**src/rtl/act_skew_feeder.sv**
```systemverilog
// Activation skew feeder for a weight-stationary PE array: lane r is delayed r+1 cycles,
// the pipeline is zero-flushed after the last beat, and done pulses once the flush drains.
module act_skew_feeder #(
  parameter int ROWS         = 4,
  parameter int ACT_WIDTH    = 16,
  parameter int OP_SIG_WIDTH = 3,
  parameter int CNT_WIDTH    = 16
) (
  input  logic                      clk,
  input  logic                      reset,
  input  logic                      in_valid,
  output logic                      in_ready,
  input  logic [ROWS*ACT_WIDTH-1:0] in_data,
  input  logic                      in_last,
  output logic [ROWS*ACT_WIDTH-1:0] out_act,
  output logic [ROWS-1:0]           out_vld,
  output logic [OP_SIG_WIDTH-1:0]   op_sig_out,
  output logic [CNT_WIDTH-1:0]      beat_cnt,
  output logic                      busy,
  output logic                      done
);

  localparam logic [1:0] S_IDLE   = 2'd0;
  localparam logic [1:0] S_STREAM = 2'd1;
  localparam logic [1:0] S_FLUSH  = 2'd2;
  localparam logic [1:0] S_DONE   = 2'd3;

  localparam int            FW         = (ROWS > 1) ? $clog2(ROWS) : 1;
  localparam logic [FW-1:0] FLUSH_LAST = FW'(ROWS - 1);

  logic [1:0]           state_q, state_d;
  logic [FW-1:0]        fcnt_q, fcnt_d;
  logic [CNT_WIDTH-1:0] cnt_q, cnt_d;
  logic                 accept;

  assign in_ready = (state_q == S_IDLE) || (state_q == S_STREAM);
  assign accept   = in_valid & in_ready;

  always_comb begin
    // NOTE: every variable gets a default before the case, so no path can infer a latch.
    state_d = state_q;
    fcnt_d  = fcnt_q;
    cnt_d   = cnt_q;
    case (state_q)
      S_IDLE, S_STREAM: begin
        if (accept) begin
          // A new stream restarts the count at 1; within a stream it saturates.
          if (state_q == S_IDLE)     cnt_d = CNT_WIDTH'(1);
          else if (cnt_q != '1)      cnt_d = cnt_q + CNT_WIDTH'(1);
          if (in_last) begin
            state_d = S_FLUSH;
            fcnt_d  = '0;
          end else begin
            state_d = S_STREAM;
          end
        end
      end
      S_FLUSH: begin
        if (fcnt_q == FLUSH_LAST) state_d = S_DONE;
        else                      fcnt_d  = fcnt_q + FW'(1);
      end
      S_DONE:  state_d = S_IDLE;
      default: state_d = S_IDLE;
    endcase
  end

  always_ff @(posedge clk or negedge reset) begin
    // NOTE: non-blocking assignments keep register updates independent of statement order.
    if (!reset) begin
      state_q <= S_IDLE;
      fcnt_q  <= '0;
      cnt_q   <= '0;
    end else begin
      state_q <= state_d;
      fcnt_q  <= fcnt_d;
      cnt_q   <= cnt_d;
    end
  end

  for (genvar r = 0; r < ROWS; r++) begin : g_lane
    logic [r:0][ACT_WIDTH-1:0] dat_q;
    logic [r:0]                vld_q;

    always_ff @(posedge clk or negedge reset) begin
      // NOTE: the skew chains are reset as well, so a mid-stream reset drops in-flight data.
      if (!reset) begin
        dat_q <= '0;
        vld_q <= '0;
      end else begin
        dat_q[0] <= accept ? in_data[r*ACT_WIDTH +: ACT_WIDTH] : '0;
        vld_q[0] <= accept;
        for (int s = 1; s <= r; s++) begin
          dat_q[s] <= dat_q[s-1];
          vld_q[s] <= vld_q[s-1];
        end
      end
    end

    assign out_act[r*ACT_WIDTH +: ACT_WIDTH] = dat_q[r];
    assign out_vld[r]                        = vld_q[r];
  end

  assign op_sig_out = '0;
  assign beat_cnt   = cnt_q;
  assign busy       = (state_q != S_IDLE);
  assign done       = (state_q == S_DONE);

endmodule

```
**config.mk**
```make
export PLATFORM = sky130hd
export DESIGN_NAME = act_skew_feeder
export DESIGN_NICKNAME = d
export VERILOG_FILES = /design/src/rtl/act_skew_feeder.sv
export SDC_FILE = /design/constraint.sdc
export NUM_CORES = 1
export LEC_CHECK = 0
export CORE_ASPECT_RATIO = 0.5
export CORE_UTILIZATION = 44
export CTS_BUF_LIST = sky130_fd_sc_hd__clkbuf_16
export DETAILED_ROUTE_END_ITERATION = 7
export PLACE_DENSITY = 0.76
export RECOVER_POWER = 100
export SLEW_MARGIN = 20
export SYNTH_ARGS = -nofsm -noshare
export SYNTH_HDL_FRONTEND = slang
export SYNTH_SLANG_ARGS = --single-unit
```
**constraint.sdc**
```tcl
create_clock -name clk -period 1.6 [get_ports clk]
set_input_delay 0.24 -clock clk [delete_from_list [all_inputs] [get_ports clk]]
set_output_delay 0.24 -clock clk [all_outputs]
set_load 0.005 [all_outputs]
```
==> results.md <==
- Status: complete, but fails checks
- Failing checks: negative setup slack
- Ports: between 150 and 200
- Post-DR vias/cell: ~4.5
- Htree depth: 4
- Pin count of the biggest net entering global routing: between 50 and 60
- First-pass GRT wire length: ~18,000 µm
- Filler cells: between 1,000 and 1,500
- Max Cap Viol: 0
- WHS: 341 ps
- M1 WL: around 4600 µm
- Worst setup EP type: flip-flop
- Met2 Wirelength: 6300 µm
- Final WS setup: -34.7 ps
- RSZ-0062 raised after global routing: true
- Synth warn: 0
- Sink Count: ~180
- Crit path max fanout: 8
- Max incr delay on CP: approximately 660 ps
- Area of the multi-input gates: 1200 µm²
- Final setup violation count: 4
- Top Layer Used: met4
- Post-layout minimum cycle time: around 1600 ps
- Critical path, cell by cell: nand4_4, or4_4, o21ai_4, mux2i_1
- Post-synth cell types: 50
- Clock transition at the registers of the reported paths: 80 ps
- Syn-to-layout area delta: 40.5%
- Syn avg cell area: approximately 15 µm²
- Drt first-iter violations: ~160
- Layout Nets: 660
- Fmax: 612 MHz
- Final wirelength: around 11,000 µm
- Die area: 14,500 µm²
- Routed wl met3: ~400 µm
- Startpoint types: flip-flop
- Post-Syn Area: 6170 µm²
- Worst-Margin Slew: roughly 680 ps
- Avg WL per Cell: 14.4 µm
- Antenna cells: 0
- Crit path kind: reg2reg
- VDD IR max: around 0.00095 V
- Relative slew slack: 0.549
- Final Max Slew Viols: 0
- Die W: between 150 and 200 µm
- Reg-to-reg startpoint: beat_cnt[6]$_DFFE_PN0P_
- DR vias: between 3,000 and 4,000
- P_leak: 0.00416 µW
- Initial antenna violation count: 0
- GRT overflow: 0
- Mapped Cells: between 400 and 500
- Post-DRT Antenna Nets: 0
- Final Hold Vio Count: 0
- Top delay family on crit path: simple AND/OR/NAND/NOR gates
- Slowest cell on crit path: or4_4
- Required @ worst endpoint: around 1900 ps
- FP Rows: 30
- Fin crit share: 1.02
- Ys flop type: dfrtp_1
- Vias in the first global route: between 3,000 and 4,000
- Starting Density: 0.453
- Async S/R FF share, synth: 1.00
- CP Buf/Inv Count: 0
- TritonCTS clock tree: done
- Sequential cell area: 4610 µm²
- Die H: 85.8 µm
- Num CTS Buffers: 17
- GP Congestion: roughly 0.85
- Setup crit start: beat_cnt[6]$_DFFE_PN0P_
- DR DRC count: 0
- Total chip power: approximately 13,000 µW
- Root Buffer: clkbuf_16
- Total core area: 13,600 µm²
- Post-synth EDFFs: 0
- Total GRT Usage: 0.165
- Reg2Reg Depth: 4
- Final Skew: a little under 10 ps
- Hold path startpoint: g_lane[2].dat_q[15]$_DFF_PN0_
- CTS max path bufs: 2
- IO Port Bufs: 154
- Layout cells sized above 1: 0.186
- HP Class: reg2reg
- Cells on Worst Hold Path: 0
- Endpoint, Worst Hold: g_lane[2].dat_q[31]$_DFF_PN0_
- Yosys reg bits: about 180
- First-pass iteration count of the detailed router: 4
- FF-to-FF End: beat_cnt[0]$_DFFE_PN0P_
- Reg-to-reg setup timing slack: -30 ps
- PwrDens: ~1500 nW/µm²
- Worst EP arrival: around 1900 ps
- Seq/Total Area, Yosys: 0.746
- Post-DP HPWL: 8070 µm
- Worst-Skew Late Latency: 410 ps
per-stage QoR:
stage	area, µm²	std cells	util	setup TNS, ps	worst slack (ps)
floorplan	6200	422	-	-133	-34.4
global placement	7950	747	0.583	-126	-53.3
detailed placement	7950	747	0.583	-342	-95.6
CTS	8680	793	0.637	-151	-111
global route	8670	795	0.636	-2150	-90.7
finish	8670	795	0.636	-103	-34.7
metal layers:
metal | GRT usage | vias up
met5 | 0 | -
met4 | 0.0721 | 0
met3 | 0.0374 | 10
met2 | 0.287 | 81
met1 | 0.201 | 1808
li1 | - | 1675
synthesized netlist by cell type (4+ instances only):
cell / instances / share of area
inv_1: 7 / 0.0043
a22o_1: 5 / 0.0071
nor3_1: 4 / 0.0032
clkbuf_1: 9 / 0.0055
nand3_1: 7 / 0.0057
dfrtp_1: 184 / 0.75
nor2_1: 10 / 0.0061
and2_1: 65 / 0.066
buf_4: 52 / 0.063
nand2_1: 10 / 0.0061
o21ai_0: 6 / 0.0049
a21oi_1: 5 / 0.0041
repair_timing:
action / in CTS / in global routing
gates cloned: 0 / 0
endpoints found under the setup margin: 27 / 71
setup buffers: 13 / 2
hold buffers: 1 / 0
pin swaps: 4 / 5
hold endpoints to repair: 44 / 0
resized for setup: 30 / 17
how the worst max path moves through the flow:
stage / end / slack, ps / cells after the start
after floorplan: beat_cnt[0]$_DFFE_PN0P_ / -30 / 5
after global placement: beat_cnt[9]$_DFFE_PN0P_ / -50 / 4
after detailed placement: beat_cnt[9]$_DFFE_PN0P_ / -100 / 4
after CTS: busy / -110 / 3
after global routing: beat_cnt[0]$_DFFE_PN0P_ / -90 / 4
final: beat_cnt[0]$_DFFE_PN0P_ / -30 / 4
layout make-up:
class / instances / area share
flip-flops and latches: 184 / 0.532
repair buffers: 213 / 0.228
multi-input cells: 166 / 0.139
clock buffers: 17 / 0.0491
well taps: 192 / 0.0277
clock inverters: 15 / 0.0212
inverters: 8 / 0.00346
power breakdown:
| part | total (µW) | internal, µW | switching [µW] |
|---|---|---|---|
| Sequential | 5690 | 5410 | 284 |
| Combinational | 2780 | 1530 | 1240 |
| Clock | 4140 | 2140 | 2000 |
| Total | 12600 | 9080 | 3530 |
kinds of logic after synthesis:
kind of cell	synth area share
other	0.000607
adders and majority gates	0.00405
AOI/OAI and AO/OA	0.0541
DFF	0.746
muxes	0.00507
buffers and inverters	0.0768
and+or+nand+nor	0.113
sequential cells by signal, indices dropped and copies added, names as in the netlist:
| signal | flops |
|---|---|
| beat_cnt | 16 |
| g_lane.dat_q | 112 |
| g_lane.vld_q | 4 |
| out_act | 48 |
| state_q | 2 |
| fcnt_q | 2 |
placed cells by master, fill, tap and decap left out, types with 7 or more instances in the layout:
cell             synthesis  routed
dfrtp_1                184     178
clkbuf_1                 9       8
nand3_1                  7       7
and2_0                   0       8
clkbuf_16                0      17
buf_4                   52      30
and2_1                  65      57
nand2_1                 10       9
clkbuf_2                 0       8
clkdlybuf4s50_1          0     124
nor2_1                  10       9
dlygate4sd2_1            0      16
dlygate4sd3_1            0      11
(Power assumes the default switching activity.)
